## config.mk

```make
export PLATFORM = sky130hd
export DESIGN_NAME = pc_fetch_unit
export DESIGN_NICKNAME = d
export VERILOG_FILES = /design/src/rtl/mips_pkg.sv /design/src/rtl/pc_fetch_unit_next_pc_logic.sv /design/src/rtl/pc_fetch_unit.sv
export SDC_FILE = /design/constraint.sdc
export NUM_CORES = 1
export LEC_CHECK = 0
export CAP_MARGIN = 20
export CORE_MARGIN = 2
export CORE_UTILIZATION = 49
export CTS_CLUSTER_SIZE = 40
export DETAILED_ROUTE_END_ITERATION = 10
export GPL_TIMING_DRIVEN = 0
export PLACE_DENSITY = 0.95
export SLEW_MARGIN = 25
export SYNTH_ARGS = -nofsm -noshare
export SYNTH_HDL_FRONTEND = slang
export SYNTH_SLANG_ARGS = --single-unit
```

## constraint.sdc

```tcl
create_clock -name clk -period 9.8 [get_ports clk]
set_input_delay 1.47 -clock clk [delete_from_list [all_inputs] [get_ports clk]]
set_output_delay 1.47 -clock clk [all_outputs]
set_load 0.05 [all_outputs]
```

## src/rtl/mips_pkg.sv

```systemverilog
// Shared definitions for the MIPS fetch path: FSM states, next-PC select and
// architectural constants.
package mips_pkg;

  typedef enum logic [1:0] {
    WAIT_START = 2'd0,
    RUN        = 2'd1,
    FAULT      = 2'd2
  } fetch_state_e;

  typedef enum logic [1:0] {
    SEL_SEQ = 2'd0,
    SEL_BR  = 2'd1,
    SEL_J   = 2'd2,
    SEL_JR  = 2'd3
  } pc_sel_e;

  localparam logic [31:0] RESET_ADDR = 32'h0040_0000;
  localparam int unsigned ADDR_STEP  = 4;

endpackage

```

## src/rtl/pc_fetch_unit_next_pc_logic.sv

```systemverilog
// Combinational next-PC selection: JR > J > taken branch > sequential, plus
// detection of a misaligned JR target.
module next_pc_logic
  import mips_pkg::*;
#(
  parameter int unsigned DATA_WIDTH = 32,
  parameter int unsigned STEP       = 4
) (
  input  logic [DATA_WIDTH-1:0] pc,
  input  logic                  branch,
  input  logic                  zero,
  input  logic                  jump,
  input  logic                  jump_reg,
  input  logic [DATA_WIDTH-1:0] branch_offset,
  input  logic [25:0]           jump_index,
  input  logic [DATA_WIDTH-1:0] reg_addr,
  output logic [DATA_WIDTH-1:0] pc_plus4,
  output logic [DATA_WIDTH-1:0] next_pc,
  output pc_sel_e               sel,
  output logic                  misaligned_tgt
);

  logic [DATA_WIDTH-1:0] br_off_sh;
  logic [DATA_WIDTH-1:0] br_tgt;
  logic [DATA_WIDTH-1:0] j_tgt;

  always_comb begin
    pc_plus4  = pc + DATA_WIDTH'(STEP);
    br_off_sh = branch_offset << 2;
    br_tgt    = pc_plus4 + br_off_sh;
    j_tgt     = {pc_plus4[DATA_WIDTH-1:28], jump_index, 2'b00};
  end

  always_comb begin
    sel     = SEL_SEQ;
    next_pc = pc_plus4;
    if (jump_reg) begin
      sel     = SEL_JR;
      next_pc = reg_addr;
    end else if (jump) begin
      sel     = SEL_J;
      next_pc = j_tgt;
    end else if (branch && zero) begin
      sel     = SEL_BR;
      next_pc = br_tgt;
    end
  end

  assign misaligned_tgt = jump_reg && (reg_addr[1:0] != 2'b00);

endmodule

```

## src/rtl/pc_fetch_unit.sv

```systemverilog
// Program counter, run/hold/fault sequencing and retired-fetch counter for the
// single-cycle MIPS core.
module pc_fetch_unit
  import mips_pkg::*;
#(
  parameter int unsigned           DATA_WIDTH = 32,
  parameter logic [DATA_WIDTH-1:0] RESET_ADDR = mips_pkg::RESET_ADDR,
  parameter int unsigned           ADDR_STEP  = mips_pkg::ADDR_STEP
) (
  input  logic                  clk,
  input  logic                  reset,
  input  logic                  Start_PC,
  input  logic                  Stall,
  input  logic                  Branch,
  input  logic                  Zero,
  input  logic                  Jump,
  input  logic                  JumpReg,
  input  logic [DATA_WIDTH-1:0] BranchOffset,
  input  logic [25:0]           JumpIndex,
  input  logic [DATA_WIDTH-1:0] RegAddr,
  output logic [DATA_WIDTH-1:0] PC,
  output logic [DATA_WIDTH-1:0] PC_plus4,
  output logic                  Fetch_valid,
  output logic                  Misaligned,
  output logic [DATA_WIDTH-1:0] Instr_count
);

  fetch_state_e          state_q, state_d;
  logic [DATA_WIDTH-1:0] pc_q, pc_d;
  logic [DATA_WIDTH-1:0] count_q, count_d;
  logic                  misaligned_q, misaligned_d;

  logic [DATA_WIDTH-1:0] next_pc;
  pc_sel_e               sel;
  logic                  misaligned_tgt;

  next_pc_logic #(
    .DATA_WIDTH (DATA_WIDTH),
    .STEP       (ADDR_STEP)
  ) u_next_pc (
    .pc             (pc_q),
    .branch         (Branch),
    .zero           (Zero),
    .jump           (Jump),
    .jump_reg       (JumpReg),
    .branch_offset  (BranchOffset),
    .jump_index     (JumpIndex),
    .reg_addr       (RegAddr),
    .pc_plus4       (PC_plus4),
    .next_pc        (next_pc),
    .sel            (sel),
    .misaligned_tgt (misaligned_tgt)
  );

  always_ff @(posedge clk) begin
    if (!reset) begin
      state_q      <= WAIT_START;
      pc_q         <= RESET_ADDR;
      count_q      <= '0;
      misaligned_q <= 1'b0;
    end else begin
      state_q      <= state_d;
      pc_q         <= pc_d;
      count_q      <= count_d;
      misaligned_q <= misaligned_d;
    end
  end

  // Dropping Start_PC wins over advancing, so a resumed run refetches the held PC.
  always_comb begin
    state_d      = state_q;
    pc_d         = pc_q;
    count_d      = count_q;
    misaligned_d = misaligned_q;
    unique case (state_q)
      WAIT_START: begin
        if (Start_PC) state_d = RUN;
      end
      RUN: begin
        if (!Start_PC) begin
          state_d = WAIT_START;
        end else if (!Stall) begin
          if (sel == SEL_JR && misaligned_tgt) begin
            state_d      = FAULT;
            misaligned_d = 1'b1;
          end else begin
            pc_d    = next_pc;
            count_d = count_q + DATA_WIDTH'(1);
          end
        end
      end
      FAULT: begin
        state_d = FAULT;
      end
      default: begin
        state_d = WAIT_START;
      end
    endcase
  end

  always_comb begin
    Fetch_valid = (state_q == RUN) && !Stall;
    PC          = pc_q;
    Instr_count = count_q;
    Misaligned  = misaligned_q;
  end

endmodule

```

==> results of run 1 <==
## through the flow
step                worst slack (ns)  hold WS [ns]   util  cells
global route                    4.72         0.500  0.712   1106
detailed placement              5.25         0.458  0.684   1090
global placement                5.25         0.443  0.684   1090
finish                          4.79         0.468  0.712   1106
CTS                             4.89         0.468  0.712   1106
floorplan                       5.12         0.428      -    755
## sequential cells by signal, summed over array words and instances (netlist names)
| name | flops |
|---|---|
| state_q | 2 |
| Instr_count | 32 |
| Misaligned | 1 |
| PC | 32 |
## cell families (layout without fill, tap and decap cells)
| logic type | after synthesis | count (layout) |
|---|---|---|
| and+or+nand+nor | 316 | 316 |
| xor gates and xnor gates | 66 | 66 |
| muxes | 5 | 5 |
| adders and majority gates | 38 | 38 |
| DFF | 67 | 67 |
| AOI/OAI and AO/OA | 209 | 209 |
| buffers and inverters | 54 | 262 |
## metal layers
layer	track usage	up-vias
li1	-	3149
met2	0.557	478
met3	0.0667	70
met4	0.148	0
met5	0	-
met1	0.402	3164
## cell usage in the layout (no fill, tap or decap), types with 10 or more instances in the layout
cell type        instances
clkdlybuf4s50_1        192
nand3_1                 36
nand4_1                 15
nor2_1                  51
xnor2_1                 42
clkbuf_1                23
dfxtp_1                 67
and2_1                  27
and3_1                  13
a21oi_1                 49
ha_1                    37
inv_1                   17
a211oi_1                10
or3_1                   13
xor2_1                  24
nor3_1                  16
o21ai_0                 51
a21o_1                  12
a21boi_0                11
nand2_1                109
## worst max-delay path, stage by stage (launching register included)
cell	delay (ns)
dfxtp_1	0.46
and3_1	0.25
and4_1	0.28
and3_1	0.24
and2_1	0.24
nand3b_1	0.30
nor2_1	0.23
xor2_1	0.33
clkdlybuf4s50_1	0.88
## where the power goes
group | internal (µW) | total, µW | switching (µW)
clock | 225 | 364 | 139
sequential | 275 | 280 | 4.73
combinational | 75.8 | 173 | 97.5
total | 576 | 818 | 242
## how the worst min path moves through the flow
stage / from / endpoint / slack [ns] / cells after the start
finish: Misaligned / Misaligned / 0.47 / 1
global route: state_q[1] / state_q[0] / 0.50 / 1
CTS: Misaligned / Misaligned / 0.47 / 1
detailed placement: state_q[1] / state_q[0] / 0.46 / 1
global placement: state_q[1] / state_q[0] / 0.44 / 1
floorplan: state_q[1] / state_q[0] / 0.43 / 1
## area by class of cell
cell class,count,area (µm²)
clock inverter,7,98.8
multi-input combinational,634,4080
timing repair buffer,192,1920
buffer,35,144
sequential,67,1340
inverter,19,71.3
clock buffer,9,225
tap,143,179
fill,878,3260
==> key figures, run 1 <==
Run status
  • Run status: finished clean

Clock tree
  • Worst-Skew Late Latency: 0.34 ns
  • Clock transition at path regs: 0.06 ns
  • # Post-CTS Setup Buffers: 0
  • CTS tree: done
  • Hold Buf Count CTS: 0
  • H-tree levels: 3
  • CTS Buf Count: 9
  • Gates resized, CTS repair: 0
  • CTS sink count: 67
  • Worst-case clock buffer depth: 2
  • CTS Root Cell: clkbuf_16

Placed design
  • RD Place Congestion: 0.965
  • Placed cell area: 7740 µm²
  • Detailed placer's ending HPWL: 16,300 µm
  • IO Port Bufs: 192

Worst setup path
  • CP required: 8.33 ns
  • Critical path type: flip-flop to output port
  • Crit path from: PC[4]
  • Worst setup EP type: output port
  • Crit path launch type: flip-flop
  • CP arrival: 3.54 ns
  • FF-to-FF End: PC[31]
  • Crit-path max FO: 6
  • Worst reg2reg setup slack: 5.36 ns
  • Crit path to: PC_plus4[27]
  • Register-to-Register Path Depth: 17
  • FF-to-FF Start: PC[2]

Global route
  • Pin count of the biggest net entering global routing: 14
  • Vias in the first global route: 6,621
  • Grt total ovfl: 0
  • GRT Overall Usage: 0.329
  • Initial antenna violation count: 0
  • Global-route wire length before repair: 33,100 µm

Synth
  • XOR/XNOR share of the synthesized area: 0.102
  • Multiplexer area fraction after synthesis: 0.00887
  • EDFF count, synth: 0
  • Mapped Area: 5640 µm²
  • Commonest cells in the netlist: nand2_1 (109), dfxtp_1 (67), nor2_1 (51), o21ai_0 (51), a21oi_1 (49)
  • Top cell type by total area after synthesis: dfxtp_1
  • Compound-Gate Fraction of Synth Area: 0.248
  • YS warnings: 0
  • Area share of the largest cell type after synthesis: 0.238
  • Top cells by area, synth: dfxtp_1 (24%), ha_1 (8.2%), nand2_1 (7.3%)
  • Count leader, synth: nand2_1
  • Adder-Cell Fraction of Synth Area: 0.0856
  • Ys flop type: dfxtp_1
  • Cell count after synthesis: 755
  • Syn_nets: 891
  • Post-synthesis async set-or-reset flop share: 0
  • Number of synthesized register bits: 67
  • Largest family of logic cells by synthesized area: simple AND/OR/NAND/NOR gates
  • Simple-Gate Fraction of Synth Area: 0.280
  • Average size of a mapped cell: 7.47 µm²
  • Distinct cell type count after synthesis: 68
  • Post-synthesis sequential area ratio: 0.238

Route
  • Met2 Wirelength: 10,100 µm
  • Post-route ant nets: 0
  • First-pass DRT Iterations: 6
  • Wl on met1: 8130 µm
  • Drt drc: 0
  • Final wirelength: 21,300 µm
  • Met3 wire length: 2280 µm
  • WL/cell: 19.2 µm
  • Via count: 6,861
  • Highest metal used: met4
  • Drt via density: 6.20
  • Initial DRC count: 765

Floorplanning
  • Die ar.: 12,400 µm²
  • Initial core utilization: 0.498
  • Rows: 39
  • Die Span X: 111 µm
  • Num ports: 196
  • Core area: 11,300 µm²
  • Die height: 111 µm

STA
  • Fin. max-slew vios: 0
  • RSZ-0062 raised after global routing: no
  • Final period util: 0.512
  • Final setup fails: 0
  • Final hold violation count: 0
  • Minimum clock period after layout: 5.01 ns
  • F_max: 199 MHz
  • Relative slew slack: 0.507
  • Setup Skew: 0.0122 ns
  • TNS Setup: 0 ns
  • Worst-Margin Slew: 0.720 ns

Layout
  • Inserted Diodes: 0
  • Nets: 1,094
  • Share of cells above drive strength 1: 0.0343
  • Design area: 8070 µm²
  • Area grow syn2layout: 43.0%

Power and ir drop
  • Worst vdd ir: 89.7 µV
  • Leak pwr: 0.00322 µW
  • Cell Pwr Density: 101 nW/µm²
  • Total chip power: 818 µW

Job
  • Maxcap violations: 0

Min path
  • Worst min path class: flip-flop to flip-flop
Power figures use the tool's default switching activity.
==> run 2: changes to the inputs <==
--- a/config.mk
+++ b/config.mk
@@ -7,11 +7,11 @@
 export LEC_CHECK = 0
 export CAP_MARGIN = 20
 export CORE_MARGIN = 2
-export CORE_UTILIZATION = 49
+export CORE_UTILIZATION = 47
 export CTS_CLUSTER_SIZE = 40
 export DETAILED_ROUTE_END_ITERATION = 10
 export GPL_TIMING_DRIVEN = 0
-export PLACE_DENSITY = 0.95
+export PLACE_DENSITY = 0.94
 export SLEW_MARGIN = 25
 export SYNTH_ARGS = -nofsm -noshare
 export SYNTH_HDL_FRONTEND = slang
==> constraint.sdc (replaced) <==
create_clock -name clk -period 4.65 [get_ports clk]
set_input_delay 0.6975 -clock clk [delete_from_list [all_inputs] [get_ports clk]]
set_output_delay 0.6975 -clock clk [all_outputs]
set_load 0.05 [all_outputs]
==> run 2 against run 1 <==
Compared with the run above:
- critical endpoint is now PC[31]
- sequential cell count is the same
- die area grew 4.1%
- non-clock buffer count unchanged
- largest cell class unchanged
- critical path depth rose by 9
- largest power group unchanged
- power grew 100%
- global-route usage shrank 0.93 points
- hold slack improved by 0.018 ns
- wire length decreased by 0.54%
- first-iteration DRC count shrank 9.2%
- register-to-register slack worse by 5.1 ns
==> key figures, run 2 (synthesis gave the netlist of run 1 again) <==
Route
  • Drt drc: 0 (unchanged)
  • WL/cell: 19.1 µm (-0.80%)
  • First-pass DRT Iterations: 5 (-1)
  • Via count: 6,806 (-0.80%)
  • Post-route ant nets: 0 (unchanged)
  • Initial DRC count: 695 (-9.2%)
  • Final wirelength: 21,200 µm (-0.54%)
  • Drt via density: 6.14 (-1.1%)

Min path
  • Worst Hold Endpoint: Misaligned
  • Worst min path class: flip-flop to flip-flop
  • HP Start: Misaligned
  • Worst Hold Depth: 1 (unchanged)

STA
  • Worst-Margin Slew: 0.743 ns (+0.0225 ns)
  • Setup Skew: 0.00852 ns (-0.00370 ns)
  • Final hold violation count: 0 (unchanged)
  • Final setup fails: 0 (unchanged)
  • Fin. max-slew vios: 0 (unchanged)
  • Final period util: 0.946
  • TNS Setup: 0 ns (unchanged)
  • Minimum clock period after layout: 4.40 ns
  • F_max: 227 MHz
  • RSZ-0062 raised after global routing: no
  • Hold Slack: 0.487 ns (+0.0184 ns)
  • Relative slew slack: 0.492 (-0.0154)

Clock tree
  • Worst-Skew Late Latency: 0.33 ns (about the same)
  • Worst-case clock buffer depth: 2 (unchanged)
  • CTS tree: done
  • # Post-CTS Setup Buffers: 0 (unchanged)
  • CTS Root Cell: clkbuf_16
  • CTS Buf Count: 9 (unchanged)
  • CTS sink count: 67 (unchanged)
  • Hold Buf Count CTS: 0 (unchanged)
  • Gates resized, CTS repair: 0 (unchanged)
  • H-tree levels: 3 (unchanged)
  • Clock transition at path regs: 0.06 ns (about the same)

Worst setup path
  • WP depth: 17 (+9)
  • Slowest cell on crit path: dfxtp_1
  • Critical Path, Cell by Cell: ha_1 > and3_1 > buf_2 > nand4_2 > nor2_1 > xnor2_1 > ha_1 > buf_2 > a21oi_1 > o21bai_1 > a21o_1 > a21o_1 > a21oi_1 > o21ai_4 > mux2i_1 > o31a_1 > o31ai_2
  • Family with the most delay on the worst path: compound AO/OA/AOI/OAI gates
  • FF-to-FF Start: PC[2]
  • Worst reg2reg setup slack: 0.25 ns (-5.11 ns)
  • Register-to-Register Path Depth: 17 (unchanged)
  • Crit path from: PC[2]
  • Crit-path max FO: 9 (+3)
  • Bufs and invs on worst path: 2 (+1)
  • Max stage delay on crit path: 0.50 ns (-0.38 ns)
  • FF-to-FF End: PC[31]
  • Critical path type: flip-flop to flip-flop
  • Worst setup EP type: flip-flop
  • Crit path launch type: flip-flop
  • CP arrival: 4.65 ns (+1.11 ns)
  • CP required: 4.90 ns (-3.43 ns)

Global route
  • Pin count of the biggest net entering global routing: 12 (-2)
  • Initial antenna violation count: 0 (unchanged)
  • GRT Overall Usage: 0.320 (-0.00933)
  • GRT met2 Usage: 0.528 (-0.0292)
  • Vias in the first global route: 6,467 (-2.3%)
  • Met3 Use GR: 0.0638 (-0.00294)
  • Met1 usage: 0.402 (about the same)
  • Grt total ovfl: 0 (unchanged)
  • Global-route wire length before repair: 32,800 µm (-1.0%)
  • GRT Max-Usage Layer: met2

Power and ir drop
  • Reg power frac: 0.355 (+0.013)
  • Leak pwr: 0.00323 µW (+0.10%)
  • Switch Pwr: 493 µW (+100%)
  • Sw Ratio: 0.297 (+0.00140)
  • Cell Pwr Density: 206 nW/µm² (+100%)
  • Combinational power share: 0.220 (+0.008)
  • Cell Int Power: 1170 µW (+100%)
  • Clk pwr share: 0.424 (-0.022)
  • Worst vdd ir: 153 µV (+70%)

Layout
  • Area grow syn2layout: 42.8%
  • Commonest cells after routing, fill and taps aside: clkdlybuf4s50_1 (192), nand2_1 (109), dfxtp_1 (67)
  • Nets: 1,094 (unchanged)
  • Finished Layout Cells: 1,109 (+0.27%)
  • Register area: 1340 µm² (unchanged)
  • Share of cells above drive strength 1: 0.0343 (+0.0000356)
  • Fin util: 0.679 (-0.0333)
  • Most common cell after layout, fill and taps aside: clkdlybuf4s50_1
  • Inserted Diodes: 0 (unchanged)
  • Multi-input gate area: 4100 µm² (+0.37%)
  • Fillers: 922 (+5.0%)
  • Design area: 8060 µm² (-0.12%)

Placed design
  • Placed cell area: 7760 µm² (+0.26%)
  • Placed Cells incl. Taps: 1,094 (+0.37%)
  • RD Place Congestion: 0.992 (+2.9%)
  • Detailed placer's ending HPWL: 16,300 µm (+0.32%)
  • IO Port Bufs: 192 (unchanged)

Floorplanning
  • Die height: 114 µm (+2.0%)
  • Initial core utilization: 0.476 (-0.0227)
  • Rows: 40 (+2.6%)
  • Core area: 11,900 µm² (+4.8%)
  • Num ports: 196 (unchanged)
  • Die Span X: 114 µm (+2.0%)
  • Die ar.: 12,900 µm² (+4.1%)

Run status
  • Run status: finished clean

Job
  • Maxcap violations: 0 (unchanged)
run 2: worst max path at each step:
stage	end
after floorplan	PC[31]
after global placement	PC[31]
after detailed placement	PC[31]
after CTS	PC[31]
after global routing	PC[31]
final	PC[31]
run 2: routing by layer:
metal,up-vias,share of wire
li1,3147,-
met1,3132,0.39
met2,441,0.46
met3,86,0.11
met4,0,0.048
met5,-,0
run 2: final cells by class:
| class | instances | share of cell area |
|---|---|---|
| multi-input combinational | 634 | 0.509 |
| sequential | 67 | 0.167 |
| tap | 147 | 0.0228 |
| inverter | 19 | 0.00885 |
| clock inverter | 4 | 0.00637 |
| timing repair buffer | 192 | 0.239 |
| clock buffer | 11 | 0.0301 |
| buffer | 35 | 0.0179 |
run 2: power by group through the flow:
| stage | logic (µW) | registers (µW) | clock network, µW |
|---|---|---|---|
| floorplan | 176 | 619 | 0 |
| global placement | 352 | 602 | 0 |
| detailed placement | 356 | 602 | 0 |
| CTS | 358 | 590 | 697 |
| global route | 388 | 591 | 721 |
| finish | 366 | 590 | 705 |
run 2: through the flow:
step / power (µW) / setup WS, ns
after global routing: 1700 / 0.000653
final: 1660 / 0.253
after detailed placement: 958 / 0.390
after CTS: 1640 / 0.349
after floorplan: 795 / 0.0378
after global placement: 953 / 0.346
==> run 3: changes to the inputs <==
--- a/config.mk
+++ b/config.mk
@@ -8,6 +8,7 @@
 export CAP_MARGIN = 20
 export CORE_MARGIN = 2
 export CORE_UTILIZATION = 47
+export CTS_CLUSTER_DIAMETER = 200
 export CTS_CLUSTER_SIZE = 40
 export DETAILED_ROUTE_END_ITERATION = 10
 export GPL_TIMING_DRIVEN = 0
==> constraint.sdc (replaced) <==
create_clock -name clk -period 4.65 [get_ports clk]
set_input_delay 0.6975 -clock clk [delete_from_list [all_inputs] [get_ports clk]]
set_output_delay 0.6975 -clock clk [all_outputs]
set_load 0.01 [all_outputs]
==> run 3 against run 2 <==
Compared with the run above:
- final cell count about the same
- via count up 0.31%
- die area unchanged
- first-iteration DRC count increased by 7.9%
- setup slack worse by 0.046 ns
- wire length down 0.35%
- core utilization increased by 0.22 points
- power grew 1.3%
- hold slack got worse by 0.0093 ns
==> key figures, run 3 (synthesis gave the netlist of run 1 again) <==
STA
  • F_max: 225 MHz (-1.0%)
  • Minimum clock period after layout: 4.44 ns (+0.0462 ns)
  • Relative slew slack: 0.525 (+0.0327)
  • RSZ-0062 raised after global routing: no
  • Fin. max-slew vios: 0 (unchanged)
  • TNS Setup: 0 ns (unchanged)
  • Final setup fails: 0 (unchanged)
  • Worst-Margin Slew: 0.713 ns (-0.0299 ns)
  • Final hold violation count: 0 (unchanged)
  • Final period util: 0.956 (+0.00993)
  • Setup Skew: 0.0110 ns (+0.00252 ns)

Worst setup path
  • Bufs and invs on worst path: 2 (unchanged)
  • FF-to-FF Start: PC[2]
  • Worst setup EP type: flip-flop
  • Crit path launch type: flip-flop
  • CP required: 4.89 ns (about the same)
  • Crit-path max FO: 9 (unchanged)
  • Max stage delay on crit path: 0.49 ns (about the same)
  • Slowest cell on crit path: dfxtp_1
  • Register-to-Register Path Depth: 17 (unchanged)
  • WP depth: 17 (unchanged)
  • Family with the most delay on the worst path: compound AO/OA/AOI/OAI gates
  • Critical Path, Cell by Cell: ha_1 > and3_1 > buf_2 > nand4_2 > nor2_2 > xnor2_1 > ha_1 > buf_2 > a21oi_1 > o21bai_1 > a21o_1 > a21o_1 > a21oi_1 > o21ai_4 > mux2i_1 > o31a_1 > o31ai_2
  • CP arrival: 4.69 ns (+0.04 ns)
  • Worst reg2reg setup slack: 0.21 ns (-0.05 ns)
  • Critical path type: flip-flop to flip-flop
  • FF-to-FF End: PC[31]

Clock tree
  • Hold Buf Count CTS: 0 (unchanged)
  • CTS tree: done
  • Worst-case clock buffer depth: 2 (unchanged)
  • CTS sink count: 67 (unchanged)
  • CTS Buf Count: 9 (unchanged)
  • H-tree levels: 3 (unchanged)
  • Worst-Skew Late Latency: 0.33 ns (about the same)
  • CTS Root Cell: clkbuf_16
  • Clock transition at path regs: 0.06 ns (about the same)

Floorplanning
  • Rows: 40 (unchanged)
  • Initial core utilization: 0.476 (unchanged)
  • Die Span X: 114 µm (unchanged)
  • Num ports: 196 (unchanged)
  • Die ar.: 12,900 µm² (unchanged)
  • Core area: 11,900 µm² (unchanged)
  • Die height: 114 µm (unchanged)

Global route
  • Grt total ovfl: 0 (unchanged)
  • Initial antenna violation count: 0 (unchanged)
  • Vias in the first global route: 6,477 (+0.15%)
  • Global-route wire length before repair: 33,000 µm (+0.67%)
  • GRT Overall Usage: 0.320 (+0.000418)
  • Pin count of the biggest net entering global routing: 13 (+1)

Layout
  • Commonest cells after routing, fill and taps aside: clkdlybuf4s50_1 (192), nand2_1 (109), dfxtp_1 (67)
  • Fillers: 950 (+3.0%)
  • Multi-input gate area: 4090 µm² (-0.15%)
  • Design area: 8080 µm² (+0.33%)
  • Register area: 1340 µm² (unchanged)
  • Share of cells above drive strength 1: 0.0363 (+0.00204)
  • Fin util: 0.681 (+0.00221)
  • Inserted Diodes: 0 (unchanged)
  • Nets: 1,094 (unchanged)
  • Most common cell after layout, fill and taps aside: clkdlybuf4s50_1
  • Area grow syn2layout: 43.3%

Power and ir drop
  • Cell Pwr Density: 208 nW/µm² (+1.0%)
  • Worst vdd ir: 205 µV (+35%)
  • Leak pwr: 0.00323 µW (+0.10%)
  • Total chip power: 1680 µW (+1.3%)

Min path
  • Worst Hold Depth: 1 (unchanged)
  • Worst min path class: flip-flop to flip-flop
  • HP Start: state_q[1]
  • Worst Hold Endpoint: state_q[0]

Route
  • Drt drc: 0 (unchanged)
  • Via count: 6,827 (+0.31%)
  • WL/cell: 19.0 µm (-0.44%)
  • Final wirelength: 21,100 µm (-0.35%)
  • Drt via density: 6.15 (+0.22%)
  • Initial DRC count: 750 (+7.9%)
  • First-pass DRT Iterations: 6 (+1)
  • Post-route ant nets: 0 (unchanged)

Placed design
  • RD Place Congestion: 0.988 (-0.47%)
  • Detailed placer's ending HPWL: 16,400 µm (+0.16%)
  • Placed cell area: 7750 µm² (-0.19%)
  • IO Port Bufs: 192 (unchanged)

Run status
  • Run status: finished clean

Job
  • Maxcap violations: 0 (unchanged)
==> run 3: metal layers <==
metal / track usage / vias up / part of all wire
met3: 0.0616 / 79 / 0.094
met4: 0.146 / 0 / 0.044
met2: 0.525 / 421 / 0.46
met5: 0 / - / 0
met1: 0.408 / 3175 / 0.40
li1: - / 3152 / -
==> run 3: how the worst max path moves through the flow <==
stage          startpoint     end  slack (ns)
6_report            PC[2]  PC[31]        0.21
5_1_grt             PC[2]  PC[31]        0.02
4_1_cts             PC[2]  PC[31]        0.28
3_5_place_dp        PC[2]  PC[31]        0.31
3_3_place_gp        PC[2]  PC[31]        0.31
2_1_floorplan       PC[2]  PC[31]        0.96
==> run 3: power by group <==
part,leakage (µW),switching [µW],internal (µW)
clock,0.000163,276,485
combinational,0.00253,172,160
sequential,0.000541,9.72,580
==> run 3: final cells by class <==
type / count / share of cell area
multi-input combinational: 634 / 0.506
timing repair buffer: 192 / 0.238
sequential: 67 / 0.166
clock buffer: 10 / 0.0296
tap: 147 / 0.0228
buffer: 35 / 0.0178
clock inverter: 6 / 0.0108
inverter: 19 / 0.00882
==> run 3: repair_timing <==
item / CTS / global route
endpoints found under the hold margin: 0 / 0
resized for setup: 0 / 3
buffers inserted: 0 / 0
setup endpoints to repair: 0 / 3
==> run 3: through the flow <==
stage,instances,setup slack [ns],hold slack (ns)
after floorplan,755,0.959,0.428
after global placement,1094,0.306,0.444
after detailed placement,1094,0.312,0.460
after CTS,1110,0.282,0.468
after global routing,1110,0.0238,0.503
final,1110,0.207,0.478
